<file path="src/rtl/dense_layer_engine_if.sv">
// Control, configuration and scratchpad-port bundle of the dense layer engine.
// The sequencer/testbench side uses master; the engine uses slave.
interface dense_layer_engine_if #(
    parameter int DATA_W  = 8,
    parameter int ADDR_W  = 16,
    parameter int SIZE_W  = 10,
    parameter int LANES   = 4,
    parameter int SHIFT_W = 4
);
    logic                       start;
    logic                       relu_en;
    logic [SHIFT_W-1:0]         shift;
    logic [ADDR_W-1:0]          input_base;
    logic [ADDR_W-1:0]          weight_base;
    logic [ADDR_W-1:0]          bias_base;
    logic [ADDR_W-1:0]          output_base;
    logic [SIZE_W-1:0]          m_size;
    logic [SIZE_W-1:0]          chw_size;
    logic                       busy;
    logic                       done;
    logic                       in_rd_en;
    logic [ADDR_W-1:0]          in_rd_addr;
    logic signed [DATA_W-1:0]   in_rd_data;
    logic                       w_rd_en;
    logic [ADDR_W-1:0]          w_rd_addr;
    logic [LANES*DATA_W-1:0]    w_rd_data;
    logic                       b_rd_en;
    logic [ADDR_W-1:0]          b_rd_addr;
    logic [LANES*DATA_W-1:0]    b_rd_data;
    logic                       out_wr_en;
    logic [ADDR_W-1:0]          out_wr_addr;
    logic signed [DATA_W-1:0]   out_wr_data;

    modport master (
        output start, relu_en, shift, input_base, weight_base, bias_base, output_base,
               m_size, chw_size, in_rd_data, w_rd_data, b_rd_data,
        input  busy, done, in_rd_en, in_rd_addr, w_rd_en, w_rd_addr, b_rd_en, b_rd_addr,
               out_wr_en, out_wr_addr, out_wr_data
    );

    modport slave (
        input  start, relu_en, shift, input_base, weight_base, bias_base, output_base,
               m_size, chw_size, in_rd_data, w_rd_data, b_rd_data,
        output busy, done, in_rd_en, in_rd_addr, w_rd_en, w_rd_addr, b_rd_en, b_rd_addr,
               out_wr_en, out_wr_addr, out_wr_data
    );
endinterface

</file>
<file path="src/rtl/dense_layer_engine.sv">
// Multi-lane fully connected layer engine: bias init, MAC over the input vector,
// then requantised serial write-back of LANES outputs per group.
module dense_layer_engine #(
    parameter int DATA_W  = 8,
    parameter int ACC_W   = 24,
    parameter int ADDR_W  = 16,
    parameter int SIZE_W  = 10,
    parameter int LANES   = 4,
    parameter int SHIFT_W = 4
) (
    input logic clk,
    input logic rst,
    dense_layer_engine_if.slave bus
);
    localparam int LANE_W = (LANES > 1) ? $clog2(LANES) : 1;
    localparam logic signed [ACC_W-1:0] ACC_MAX = ACC_W'((2 ** (DATA_W - 1)) - 1);
    localparam logic signed [ACC_W-1:0] ACC_MIN = ~ACC_MAX;

    typedef enum logic [2:0] {IDLE, BIAS, MAC, FLUSH, WRITE, DONE} state_t;

    state_t                     state;
    logic                       relu_q;
    logic [SHIFT_W-1:0]         shift_q;
    logic [ADDR_W-1:0]          in_base_q;
    logic [ADDR_W-1:0]          out_base_q;
    logic [SIZE_W-1:0]          m_q;
    logic [SIZE_W-1:0]          chw_q;
    logic [SIZE_W-1:0]          k;
    logic [SIZE_W-1:0]          out_cnt;
    logic [SIZE_W-1:0]          out_cnt_nx;
    logic [LANE_W-1:0]          lane;
    logic [LANE_W-1:0]          wr_sel;
    logic [ADDR_W-1:0]          w_ptr;
    logic [ADDR_W-1:0]          b_ptr;
    logic                       vld_bias_p1;
    logic                       vld_mac_p1;
    logic signed [ACC_W-1:0]    acc [LANES];
    logic signed [ACC_W-1:0]    acc_nxt [LANES];
    logic signed [2*DATA_W-1:0] prod [LANES];
    logic signed [DATA_W-1:0]   rq [LANES];
    logic signed [DATA_W-1:0]   wr_data;

    // Floor shift, optional ReLU, then clamp into the output element range.
    function automatic logic signed [DATA_W-1:0] requant(input logic signed [ACC_W-1:0] a,
                                                         input logic [SHIFT_W-1:0] sh,
                                                         input logic relu);
        logic signed [ACC_W-1:0] v;
        v = a >>> sh;
        if (relu && v[ACC_W-1]) v = '0;
        if (v > ACC_MAX) return ACC_MAX[DATA_W-1:0];
        if (v < ACC_MIN) return ACC_MIN[DATA_W-1:0];
        return v[DATA_W-1:0];
    endfunction

    assign out_cnt_nx = out_cnt + 1'b1;

    // Stage p1: memory data returned for last cycle's request folds into the accumulators.
    always_comb begin
        wr_sel  = (state == FLUSH) ? '0 : lane + 1'b1;
        wr_data = '0;
        for (int l = 0; l < LANES; l++) begin
            prod[l]    = signed'(bus.w_rd_data[l*DATA_W +: DATA_W]) * bus.in_rd_data;
            acc_nxt[l] = acc[l];
            if (vld_bias_p1)
                acc_nxt[l] = ACC_W'(signed'(bus.b_rd_data[l*DATA_W +: DATA_W])) <<< shift_q;
            else if (vld_mac_p1)
                acc_nxt[l] = acc[l] + ACC_W'(prod[l]);
            rq[l] = requant(acc_nxt[l], shift_q, relu_q);
            if (LANE_W'(l) == wr_sel) wr_data = rq[l];
        end
    end

    always_ff @(posedge clk or posedge rst) begin
        if (rst) begin
            state           <= IDLE;
            bus.busy        <= 1'b0;
            bus.done        <= 1'b0;
            bus.in_rd_en    <= 1'b0;
            bus.in_rd_addr  <= '0;
            bus.w_rd_en     <= 1'b0;
            bus.w_rd_addr   <= '0;
            bus.b_rd_en     <= 1'b0;
            bus.b_rd_addr   <= '0;
            bus.out_wr_en   <= 1'b0;
            bus.out_wr_addr <= '0;
            bus.out_wr_data <= '0;
            relu_q          <= 1'b0;
            shift_q         <= '0;
            in_base_q       <= '0;
            out_base_q      <= '0;
            m_q             <= '0;
            chw_q           <= '0;
            k               <= '0;
            out_cnt         <= '0;
            lane            <= '0;
            w_ptr           <= '0;
            b_ptr           <= '0;
            vld_bias_p1     <= 1'b0;
            vld_mac_p1      <= 1'b0;
            acc             <= '{default: '0};
        end else begin
            bus.in_rd_en  <= 1'b0;
            bus.w_rd_en   <= 1'b0;
            bus.b_rd_en   <= 1'b0;
            bus.out_wr_en <= 1'b0;
            bus.done      <= 1'b0;
            vld_bias_p1   <= bus.b_rd_en;
            vld_mac_p1    <= bus.in_rd_en;
            acc           <= acc_nxt;
            case (state)
                IDLE: if (bus.start) begin
                    relu_q     <= bus.relu_en;
                    shift_q    <= bus.shift;
                    in_base_q  <= bus.input_base;
                    out_base_q <= bus.output_base;
                    m_q        <= bus.m_size;
                    chw_q      <= bus.chw_size;
                    w_ptr      <= bus.weight_base;
                    b_ptr      <= bus.bias_base;
                    out_cnt    <= '0;
                    bus.busy   <= 1'b1;
                    if (bus.m_size == '0) begin
                        state    <= DONE;
                        bus.done <= 1'b1;
                    end else begin
                        state         <= BIAS;
                        bus.b_rd_en   <= 1'b1;
                        bus.b_rd_addr <= bus.bias_base;
                    end
                end
                BIAS: begin
                    b_ptr <= b_ptr + 1'b1;
                    if (chw_q == '0) begin
                        state <= FLUSH;
                    end else begin
                        state          <= MAC;
                        bus.in_rd_en   <= 1'b1;
                        bus.in_rd_addr <= in_base_q;
                        bus.w_rd_en    <= 1'b1;
                        bus.w_rd_addr  <= w_ptr;
                        w_ptr          <= w_ptr + 1'b1;
                        k              <= SIZE_W'(1);
                    end
                end
                MAC: begin
                    if (k == chw_q) begin
                        state <= FLUSH;
                    end else begin
                        bus.in_rd_en   <= 1'b1;
                        bus.in_rd_addr <= in_base_q + ADDR_W'(k);
                        bus.w_rd_en    <= 1'b1;
                        bus.w_rd_addr  <= w_ptr;
                        w_ptr          <= w_ptr + 1'b1;
                        k              <= k + 1'b1;
                    end
                end
                FLUSH: begin
                    state           <= WRITE;
                    lane            <= '0;
                    bus.out_wr_en   <= 1'b1;
                    bus.out_wr_addr <= out_base_q + ADDR_W'(out_cnt);
                    bus.out_wr_data <= wr_data;
                end
                WRITE: begin
                    out_cnt <= out_cnt_nx;
                    if (lane == LANE_W'(LANES - 1) || out_cnt_nx == m_q) begin
                        if (out_cnt_nx != m_q) begin
                            state         <= BIAS;
                            bus.b_rd_en   <= 1'b1;
                            bus.b_rd_addr <= b_ptr;
                        end else begin
                            state    <= DONE;
                            bus.done <= 1'b1;
                        end
                    end else begin
                        lane            <= lane + 1'b1;
                        bus.out_wr_en   <= 1'b1;
                        bus.out_wr_addr <= out_base_q + ADDR_W'(out_cnt_nx);
                        bus.out_wr_data <= wr_data;
                    end
                end
                DONE: begin
                    state    <= IDLE;
                    bus.busy <= 1'b0;
                end
                default: state <= IDLE;
            endcase
        end
    end
endmodule

</file>
<file path="src/flat_wrapper.sv">
// flat-port wrapper written by rule: the top's interface ports become plain ports
module dense_layer_engine_flat 
#(
    parameter int DATA_W  = 8,
    parameter int ACC_W   = 24,
    parameter int ADDR_W  = 16,
    parameter int SIZE_W  = 10,
    parameter int LANES   = 4,
    parameter int SHIFT_W = 4
)
  (clk, rst, bus_start, bus_relu_en, bus_shift, bus_input_base, bus_weight_base, bus_bias_base, bus_output_base, bus_m_size, bus_chw_size, bus_in_rd_data, bus_w_rd_data, bus_b_rd_data, bus_busy, bus_done, bus_in_rd_en, bus_in_rd_addr, bus_w_rd_en, bus_w_rd_addr, bus_b_rd_en, bus_b_rd_addr, bus_out_wr_en, bus_out_wr_addr, bus_out_wr_data);
  dense_layer_engine_if #(.DATA_W(DATA_W), .ADDR_W(ADDR_W), .SIZE_W(SIZE_W), .LANES(LANES), .SHIFT_W(SHIFT_W)) bus_i ();
  input logic clk;
  input logic rst;
  input wire logic [$bits(bus_i.start)-1:0] bus_start;
  input wire logic [$bits(bus_i.relu_en)-1:0] bus_relu_en;
  input wire logic [$bits(bus_i.shift)-1:0] bus_shift;
  input wire logic [$bits(bus_i.input_base)-1:0] bus_input_base;
  input wire logic [$bits(bus_i.weight_base)-1:0] bus_weight_base;
  input wire logic [$bits(bus_i.bias_base)-1:0] bus_bias_base;
  input wire logic [$bits(bus_i.output_base)-1:0] bus_output_base;
  input wire logic [$bits(bus_i.m_size)-1:0] bus_m_size;
  input wire logic [$bits(bus_i.chw_size)-1:0] bus_chw_size;
  input wire logic [$bits(bus_i.in_rd_data)-1:0] bus_in_rd_data;
  input wire logic [$bits(bus_i.w_rd_data)-1:0] bus_w_rd_data;
  input wire logic [$bits(bus_i.b_rd_data)-1:0] bus_b_rd_data;
  output wire logic [$bits(bus_i.busy)-1:0] bus_busy;
  output wire logic [$bits(bus_i.done)-1:0] bus_done;
  output wire logic [$bits(bus_i.in_rd_en)-1:0] bus_in_rd_en;
  output wire logic [$bits(bus_i.in_rd_addr)-1:0] bus_in_rd_addr;
  output wire logic [$bits(bus_i.w_rd_en)-1:0] bus_w_rd_en;
  output wire logic [$bits(bus_i.w_rd_addr)-1:0] bus_w_rd_addr;
  output wire logic [$bits(bus_i.b_rd_en)-1:0] bus_b_rd_en;
  output wire logic [$bits(bus_i.b_rd_addr)-1:0] bus_b_rd_addr;
  output wire logic [$bits(bus_i.out_wr_en)-1:0] bus_out_wr_en;
  output wire logic [$bits(bus_i.out_wr_addr)-1:0] bus_out_wr_addr;
  output wire logic [$bits(bus_i.out_wr_data)-1:0] bus_out_wr_data;
  assign bus_i.start = bus_start;
  assign bus_i.relu_en = bus_relu_en;
  assign bus_i.shift = bus_shift;
  assign bus_i.input_base = bus_input_base;
  assign bus_i.weight_base = bus_weight_base;
  assign bus_i.bias_base = bus_bias_base;
  assign bus_i.output_base = bus_output_base;
  assign bus_i.m_size = bus_m_size;
  assign bus_i.chw_size = bus_chw_size;
  assign bus_i.in_rd_data = bus_in_rd_data;
  assign bus_i.w_rd_data = bus_w_rd_data;
  assign bus_i.b_rd_data = bus_b_rd_data;
  assign bus_busy = bus_i.busy;
  assign bus_done = bus_i.done;
  assign bus_in_rd_en = bus_i.in_rd_en;
  assign bus_in_rd_addr = bus_i.in_rd_addr;
  assign bus_w_rd_en = bus_i.w_rd_en;
  assign bus_w_rd_addr = bus_i.w_rd_addr;
  assign bus_b_rd_en = bus_i.b_rd_en;
  assign bus_b_rd_addr = bus_i.b_rd_addr;
  assign bus_out_wr_en = bus_i.out_wr_en;
  assign bus_out_wr_addr = bus_i.out_wr_addr;
  assign bus_out_wr_data = bus_i.out_wr_data;
  dense_layer_engine #(.DATA_W(DATA_W), .ACC_W(ACC_W), .ADDR_W(ADDR_W), .SIZE_W(SIZE_W), .LANES(LANES), .SHIFT_W(SHIFT_W)) u_core (.clk(clk), .rst(rst), .bus(bus_i));
endmodule
</file>
<file path="config.mk">
export PLATFORM = sky130hd
export DESIGN_NAME = dense_layer_engine_flat
export DESIGN_NICKNAME = d
export VERILOG_FILES = /design/src/rtl/dense_layer_engine_if.sv /design/src/rtl/dense_layer_engine.sv /design/src/flat_wrapper.sv
export SDC_FILE = /design/constraint.sdc
export NUM_CORES = 2
export LEC_CHECK = 0
export ABC_AREA = 1
export BUFFER_PORTS_ARGS = -buffer_cell sky130_fd_sc_hd__buf_2
export CAP_MARGIN = 20
export CELL_PAD_IN_SITES_DETAIL_PLACEMENT = 0
export CELL_PAD_IN_SITES_GLOBAL_PLACEMENT = 2
export CORE_ASPECT_RATIO = 0.5
export CORE_MARGIN = 2
export CORE_UTILIZATION = 30
export CTS_CLUSTER_DIAMETER = 100
export DETAILED_ROUTE_END_ITERATION = 8
export PLACE_DENSITY = 0.77
export SLEW_MARGIN = 20
export SYNTH_ARGS = -nofsm -noshare
export SYNTH_HDL_FRONTEND = slang
export SYNTH_SLANG_ARGS = --single-unit
</file>
<file path="constraint.sdc">
create_clock -name clk -period 17.7 [get_ports clk]
set_input_delay 0.885 -clock clk [delete_from_list [all_inputs] [get_ports clk]]
set_output_delay 0.885 -clock clk [all_outputs]
set_load 0.02 [all_outputs]
</file>
; ---- Word level (Yosys, flattened, before mapping)
; Index checks and enable logic that the tools add are counted.
[word_totals]
ff_bits = 289
inputBits = 164
output_inout_bits = 78
word_cells = 201
[classes]
addsub = 12
n_mul = 4
magnitude_cmp = 8
eq_ne = 20
shifts = 8
n_mux = 97
n_reduce_logical = 24
[op_table]
columns = operator, n
row1 = $mux 24, 12
row2 = $mux 16, 13
row3 = $mux 8, 21
row4 = $pmux 16 s2, 5
row5 = $add 24x16->24, 4
row6 = $gt 24x8->1 const B, 4
row7 = $lt 24x8->1 const B, 4
row8 = $sshl 8x4->24, 4
row9 = $sshr 24x4->24, 4
row10 = $mul 8x8->16, 4
row11 = $add 16x10->16, 3
row12 = $pmux 16 s3, 1
row13 = $pmux 10 s2, 2
row14 = $add 16x1->16 const B, 2
row15 = $mux 10, 3
row16 = $mux 1, 25
row17 = $add 10x1->10 const B, 2
row18 = $eq 10x10->1, 2
row19 = $logic_not 10->1, 2
row20 = $pmux 8 s2, 1
row21 = $mux 3, 5
row22 = $pmux 3 s5, 1
row23 = $ne 10x10->1, 1
row24 = $ne 2x2->1 const B, 5
row25 = other kinds (21), 43

; ---- Depth between registers and ports, before layout
[logic_depth]
ltp_word = 18
mapped_depth = 43
ltp_nobuf = 42

; ---- Worst setup path after synthesis
; OpenSTA, ideal clock, no wires.
[synth_path]
path_type = input to register
start = input bus_w_rd_data[31]
end = register u_core.bus.out_wr_data[0] (netlist bit)
setup_ns = 0.117
arrival_time_ns = 6.604
t_required_ns = 17.583
path_slack_ns = 10.980
stages = 38
n_path_buf = 2
path_cell_list = clkbuf_1 > nand2_1 > inv_1 > fa_1 > fa_1 > inv_1 > fa_1 > inv_1 > fa_1 > ha_1 > ha_1 > nand2_1 > nor2_1 > and2_1 > nand4_1 > inv_1 > nor2_1 > nand2_1 > [... 2 more ...] > nand2_2 > nor2_2 > inv_1 > buf_2 > nand2_1 > inv_1 > nand2_1 > nand2_1 > nor2_1 > nand2_1 > inv_1 > nand2_1 > nand2_2 > nand2_1 > nand2_1 > nand4_1 > nand2_1 > nand2_1
[synth_between]
elab_chain_len = 15
word_cells_on_any_way = 18
classes_between = add/sub (1) / mul (1) / order compare (2) / shift (1) / mux (12) / reduce/logical (1)
[synth_lines]
columns = element, line
row1 = from (decl), flat_wrapper.sv:25  ; input wire logic [$bits(bus_i.w_rd_data)-1:0] bus_w_rd_data;
row2 = $mul 8x8->16 (*), dense_layer_engine.sv:62  ; prod[l] = signed'(bus.w_rd_data[l*DATA_W +: DATA_W]) * bus.in_rd_data;
row3 = $add 24x16->24 (*), dense_layer_engine.sv:67  ; acc_nxt[l] = acc[l] + ACC_W'(prod[l]);
row4 = $mux 24 (*), dense_layer_engine.sv:66  ; else if (vld_mac_p1)
row5 = $mux 24 (*), dense_layer_engine.sv:64  ; if (vld_bias_p1)
row6 = $sshr 24x4->24 (*), dense_layer_engine.sv:48  ; v = a >>> sh;
row7 = $logic_and 1x1->1, dense_layer_engine.sv:49  ; if (relu && v[ACC_W-1]) v = '0;
row8 = $mux 24 (*), dense_layer_engine.sv:49
row9 = $lt 24x8->1, dense_layer_engine.sv:51  ; if (v < ACC_MIN) return ACC_MIN[DATA_W-1:0];
row10 = $mux 1 (2 in a row), dense_layer_engine.sv:51
row11 = $mux 8, dense_layer_engine.sv:52  ; return v[DATA_W-1:0];
row12 = $mux 8 (*), dense_layer_engine.sv:51
row13 = $mux 8 (*), dense_layer_engine.sv:69  ; if (LANE_W'(l) == wr_sel) wr_data = rq[l];
row14 = $mux 8, dense_layer_engine.sv:166  ; if (lane == LANE_W'(LANES - 1) || out_cnt_nx == m_q) begin
row15 = $pmux 8 s2 (*), dense_layer_engine.sv:110  ; case (state)
row16 = to (signal assigned), dense_layer_engine.sv:162  ; bus.out_wr_data <= wr_data;
row17 = to (signal assigned), dense_layer_engine.sv:179  ; bus.out_wr_data <= wr_data;
row18 = to (decl), dense_layer_engine_if.sv:45  ; out_wr_en, out_wr_addr, out_wr_data
; Mark *: on every way between the ends. The rest lies on a longest branch, timed or not. The select of a mux whose other input is x is not followed.
; A chain may end at the register's enable or synchronous reset.

; ---- Final worst setup path
[layout_path]
start = input bus_in_rd_data[0]
end = register u_core.bus.out_wr_data[5] (netlist bit)
[layout_between]
elab_chain_len = 18
word_cells_on_any_way = 66
classes_between = add/sub (4) / mul (4) / order compare (8) / shift (4) / mux (42) / reduce/logical (4)
[layout_lines]
columns = element, line
row1 = from (decl), flat_wrapper.sv:24  ; input wire logic [$bits(bus_i.in_rd_data)-1:0] bus_in_rd_data;
row2 = $mul 8x8->16, dense_layer_engine.sv:62
row3 = $add 24x16->24, dense_layer_engine.sv:67
row4 = $mux 24, dense_layer_engine.sv:66
row5 = $mux 24, dense_layer_engine.sv:64
row6 = $sshr 24x4->24, dense_layer_engine.sv:48
row7 = $logic_and 1x1->1, dense_layer_engine.sv:49
row8 = $mux 24, dense_layer_engine.sv:49
row9 = $lt 24x8->1, dense_layer_engine.sv:51
row10 = $mux 1 (2 in a row), dense_layer_engine.sv:51
row11 = $mux 8, dense_layer_engine.sv:52
row12 = $mux 8, dense_layer_engine.sv:51
row13 = $mux 8 (3 in a row), dense_layer_engine.sv:69
row14 = $mux 8 (*), dense_layer_engine.sv:69
row15 = $mux 8, dense_layer_engine.sv:166
row16 = $pmux 8 s2 (*), dense_layer_engine.sv:110
; Marked as above.

==> impl.org <==
** Floorplan
- The core region is 132,000 µm².
- Die width :: 522 µm
- Count of pins on the block boundary :: 242
- Number of cell rows :: 94
- Overall die height :: 263 µm
- Die Footprint :: 137,000 µm²
- The initial utilization of the core area, before any placement, comes to 30.4%.

** Setup path
- Capturing element type of the critical path :: flop
- Data on the critical path arrives at its endpoint at 8.07 ns.
- Startpoint class of the critical path :: input port
- Worst path most repeated cell :: sky130_fd_sc_hd__nand2_1
- Along the worst path, the maximum fanout reaches 32.
- Slowest cell on the critical path :: sky130_fd_sc_hd__inv_1
- For this run, the slowest stage of the critical path takes 0.79 ns.
- Measured in cells, the most critical reg-to-reg path has a length of 35.
- At the worst endpoint, the required time is 18.17 ns.
- CP Class :: in2reg

** Placement
- In this run the tool buffered the top-level ports with 241 buffer cells.
- Routability congestion estimate from global placement :: 0.876
- After legalization and detailed placement, the total HPWL measured 111,000 µm.

** Global routing
- The first global-routing pass estimated 222,000 µm of wire.
- Global-route usage over all layers :: 20.4%
- The initial antenna violation count was 27.
- Entering global routing, the biggest net connects 87 pins.
- Number of global-route vias before repair :: 37,900
- Global routing finished with a remaining overflow of 0.

** Yosys
- Dominant combinational cell family by area after synthesis :: simple AND/OR/NAND/NOR gates
- Post-synthesis share of cell area spent on xor and xnor gates :: 1.52%
- Compound-cell area share of the yosys netlist :: 9.12%
- Of the post-synthesis cell area, the part taken by muxes is 0.0994%.
- Synth top area cells :: sky130_fd_sc_hd__fa_1, sky130_fd_sc_hd__dfrtp_1, sky130_fd_sc_hd__nand2_1, sky130_fd_sc_hd__inv_1, sky130_fd_sc_hd__nand3_1
- The synthesized design spends more area on one cell type than any other, namely sky130_fd_sc_hd__fa_1.
- Share of flip-flops with an asynchronous set or reset after synthesis :: 100%
- Syn Nets :: 6,683
- The Yosys step of the flow raised 0 warnings.
- Adder-cell area share of the yosys netlist :: 28.3%
- In this run, synthesis inferred 0 flip-flops with an integrated enable.
- Of the post-synthesis cell area, the dominant cell type holds 20.8%.
- Count of cell types in the netlist :: 67
- Netlist area before placement :: 40,300 µm²
- The synthesized netlist devotes 30.7% of its cell area to simple gates.
- Post-synthesis area per instance :: 6.88 µm²
- Fraction of the yosys area taken by sequential cells :: 18.0%
- In the synthesized netlist, the number of instances is 5,859.
- Among all flip-flop cells after synthesis, the most frequent one is sky130_fd_sc_hd__dfrtp_1.
- Register bit count reported by yosys :: 289

** Run status
- Run status :: finished clean

** Clock tree
- The clock reaches the later pin of the worst-skew pair after 0.60 ns.
- In this run, post-CTS hold repair placed 0 buffers.
- Post-CTS timing repair inserted 0 buffers for setup.
- The clock tree synthesis step divided the H-tree into 2 levels.
- Clk sink count :: 289
- TritonCTS built the clock tree.
- Largest buffer count on any clock path :: 3
- Clock-pin slew on the worst setup and hold paths :: 0.06 ns
- CTS placed an instance of sky130_fd_sc_hd__clkbuf_16 at the clock tree root.
- Clock tree synthesis inserted a total of 37 buffers.
- Resize count post-CTS :: 0

** Routing
- Routed Wire Length :: 139,000 µm
- For this block, the initial DRC count from the detailed router was 2,704.
- In the routed layout, each cell is associated on average with a via count of 4.83.
- Length of the first detailed-routing pass in iterations :: 6
- For this block, the via count after detailed routing is 37,400.
- For this run, design rule violations remaining after detail routing come to 0.
- The count of nets left with antenna violations once routing finished came out at 0.
- After detailed routing, the average wire length per cell comes to 17.9 µm.

** Final layout
- The multi-input combinational cells in the finished layout cover a total of 28,100 µm².
- # fillers :: 14,400
- Layout Area Growth over Synthesis :: 9.82%
- The net count of the finished layout is 6,756.
- Finished Core Util :: 33.4%
- Cells with a size suffix above 1 make up 7.38% of the layout.
- Across the whole layout, storage elements account for 7250 µm².

** STA
- Transition at the pin with the smallest max-transition slack :: 1.04 ns
- The count of final hold-check violations came to 0.
- Worst slew slack as a fraction of its limit :: 30.3%
- The worst path uses 42.9% of the clock period.
- Setup repair after global routing missed its margin :: false
- Post-route clock skew :: 0.0347 ns
- Setup violations remaining at the end of the flow were counted as 0.
- The final-report max-slew violation count was 0.
- Setup total negative slack on the finished layout was measured at 0 ns.
- Clock period minus final worst setup slack :: 7.60 ns
- Max Clock Freq :: 132 MHz

** Min path
- The worst hold path belongs to the class in2async.

** Flow run
- Max-capacitance violation count :: 0
==> placed cells by master, fill, tap and decap left out, types with 18 or more instances in the layout <==
cell type,Yosys,final
sky130_fd_sc_hd__a21oi_1,208,208
sky130_fd_sc_hd__a31oi_1,35,35
sky130_fd_sc_hd__and2_1,31,31
sky130_fd_sc_hd__buf_2,61,241
sky130_fd_sc_hd__buf_4,9,42
sky130_fd_sc_hd__clkbuf_16,0,38
sky130_fd_sc_hd__dfrtp_1,289,283
sky130_fd_sc_hd__fa_1,418,418
sky130_fd_sc_hd__ha_1,242,242
sky130_fd_sc_hd__inv_1,997,993
sky130_fd_sc_hd__nand2_1,1750,1750
sky130_fd_sc_hd__nand3_1,661,661
sky130_fd_sc_hd__nand3b_1,25,25
sky130_fd_sc_hd__nand4_1,41,41
sky130_fd_sc_hd__nor2_1,323,320
sky130_fd_sc_hd__nor3_1,22,21
sky130_fd_sc_hd__o211ai_1,48,48
sky130_fd_sc_hd__o21ai_0,231,231
sky130_fd_sc_hd__o21ai_1,32,31
sky130_fd_sc_hd__or2_2,18,18
sky130_fd_sc_hd__xnor2_1,35,35
sky130_fd_sc_hd__xor2_1,35,35
==> critical path: cells and delay by family <==
kind	cells	cell delay [ns]
adder cells (fa/ha/maj)	6	2.68
AND/OR/NAND/NOR	22	2.53
buffers and inverters	5	1.59
AO/OA/AOI/OAI	1	0.34
==> kinds of logic after synthesis <==
kind of cell	after synthesis
muxes	4
adders and majority gates	660
DFF	289
AOI/OAI and AO/OA	643
xor gates and xnor gates	70
and+or+nand+nor	2931
buffers and inverters	1262
==> routing by layer <==
| layer | part of all wire (%) | track usage [%] | up-vias |
|---|---|---|---|
| met2 | 43 | 31.0 | 825 |
| met5 | 0.12 | 0 | - |
| li1 | - | - | 18500 |
| met4 | 1.4 | 2.75 | 24 |
| met1 | 50 | 30.7 | 17900 |
| met3 | 5.4 | 3.32 | 122 |
==> metrics by stage <==
stage	hold WS (ns)	instance area, µm²	setup WS [ns]	instances
floorplan	0.448	40300	8.84	5859
global placement	0.423	42900	9.55	7669
detailed placement	0.438	42900	9.56	7669
CTS	0.395	44200	10.19	7736
global route	0.444	44200	9.43	7738
finish	0.392	44200	10.10	7741
==> synth_stat cells (6+ instances only) <==
cell type                  count
sky130_fd_sc_hd__a21boi_0     17
sky130_fd_sc_hd__a21oi_1     208
sky130_fd_sc_hd__a31oi_1      35
sky130_fd_sc_hd__and2_1       31
sky130_fd_sc_hd__and3_1        6
sky130_fd_sc_hd__buf_1        48
sky130_fd_sc_hd__buf_2        61
sky130_fd_sc_hd__buf_4         9
sky130_fd_sc_hd__buf_6         6
sky130_fd_sc_hd__clkbuf_1    101
sky130_fd_sc_hd__clkbuf_2     22
sky130_fd_sc_hd__clkinv_1      6
sky130_fd_sc_hd__dfrtp_1     289
sky130_fd_sc_hd__fa_1        418
sky130_fd_sc_hd__ha_1        242
sky130_fd_sc_hd__inv_1       997
sky130_fd_sc_hd__inv_2         9
sky130_fd_sc_hd__nand2_1    1750
sky130_fd_sc_hd__nand2_2      17
sky130_fd_sc_hd__nand3_1     661
sky130_fd_sc_hd__nand3_2       6
sky130_fd_sc_hd__nand3b_1     25
sky130_fd_sc_hd__nand4_1      41
sky130_fd_sc_hd__nor2_1      323
sky130_fd_sc_hd__nor2_2        9
sky130_fd_sc_hd__nor3_1       22
sky130_fd_sc_hd__nor4_1        6
sky130_fd_sc_hd__o211ai_1     48
sky130_fd_sc_hd__o21ai_0     231
sky130_fd_sc_hd__o21ai_1      32
sky130_fd_sc_hd__o21bai_1     10
sky130_fd_sc_hd__o22ai_1      14
sky130_fd_sc_hd__or2_1         6
sky130_fd_sc_hd__or2_2        18
sky130_fd_sc_hd__xnor2_1      35
sky130_fd_sc_hd__xor2_1       35
==> registers in the layout (all words and copies together) (netlist names), 4 cells and up <==
register and count:
u_core.m_q 10, u_core.bus.out_wr_addr 16, u_core.w_ptr 16, u_core.bus.in_rd_addr 16, u_core.bus.out_wr_data 8, u_core.out_base_q 16
u_core.acc 96, u_core.shift_q 4, u_core.chw_q 10, u_core.k 10, u_core.out_cnt 10, u_core.b_ptr 16
u_core.bus.b_rd_addr 16, u_core.bus.w_rd_addr 16, u_core.in_base_q 16
==> final timing paths <==
kind | start | endpoint | slack (ns)
min in group clk | u_core.bus.in_rd_en | u_core.vld_mac_p1 | 0.44
worst max-delay path | bus_in_rd_data[0] | u_core.bus.out_wr_data[5] | 10.10
worst min-delay path | rst | u_core.bus.in_rd_addr[3] | 0.39
worst min register to register | u_core.bus.in_rd_en | u_core.vld_mac_p1 | 0.44
worst max register to register | u_core.acc[76] | u_core.bus.out_wr_data[5] | 11.33
max in group asynchronous | rst | u_core.shift_q[1] | 14.62
==> final cells by class <==
type,count,area share (%)
antenna,5,0.0283
clock buffer,48,2.30
clock inverter,19,0.594
inverter,1013,8.63
multi-input combinational,4308,63.6
sequential,289,16.4
tap,1776,5.02
timing repair buffer,283,3.44
Power is not shown: default switching activity piles up to over one toggle a cycle in this logic, so the estimate is an artifact.
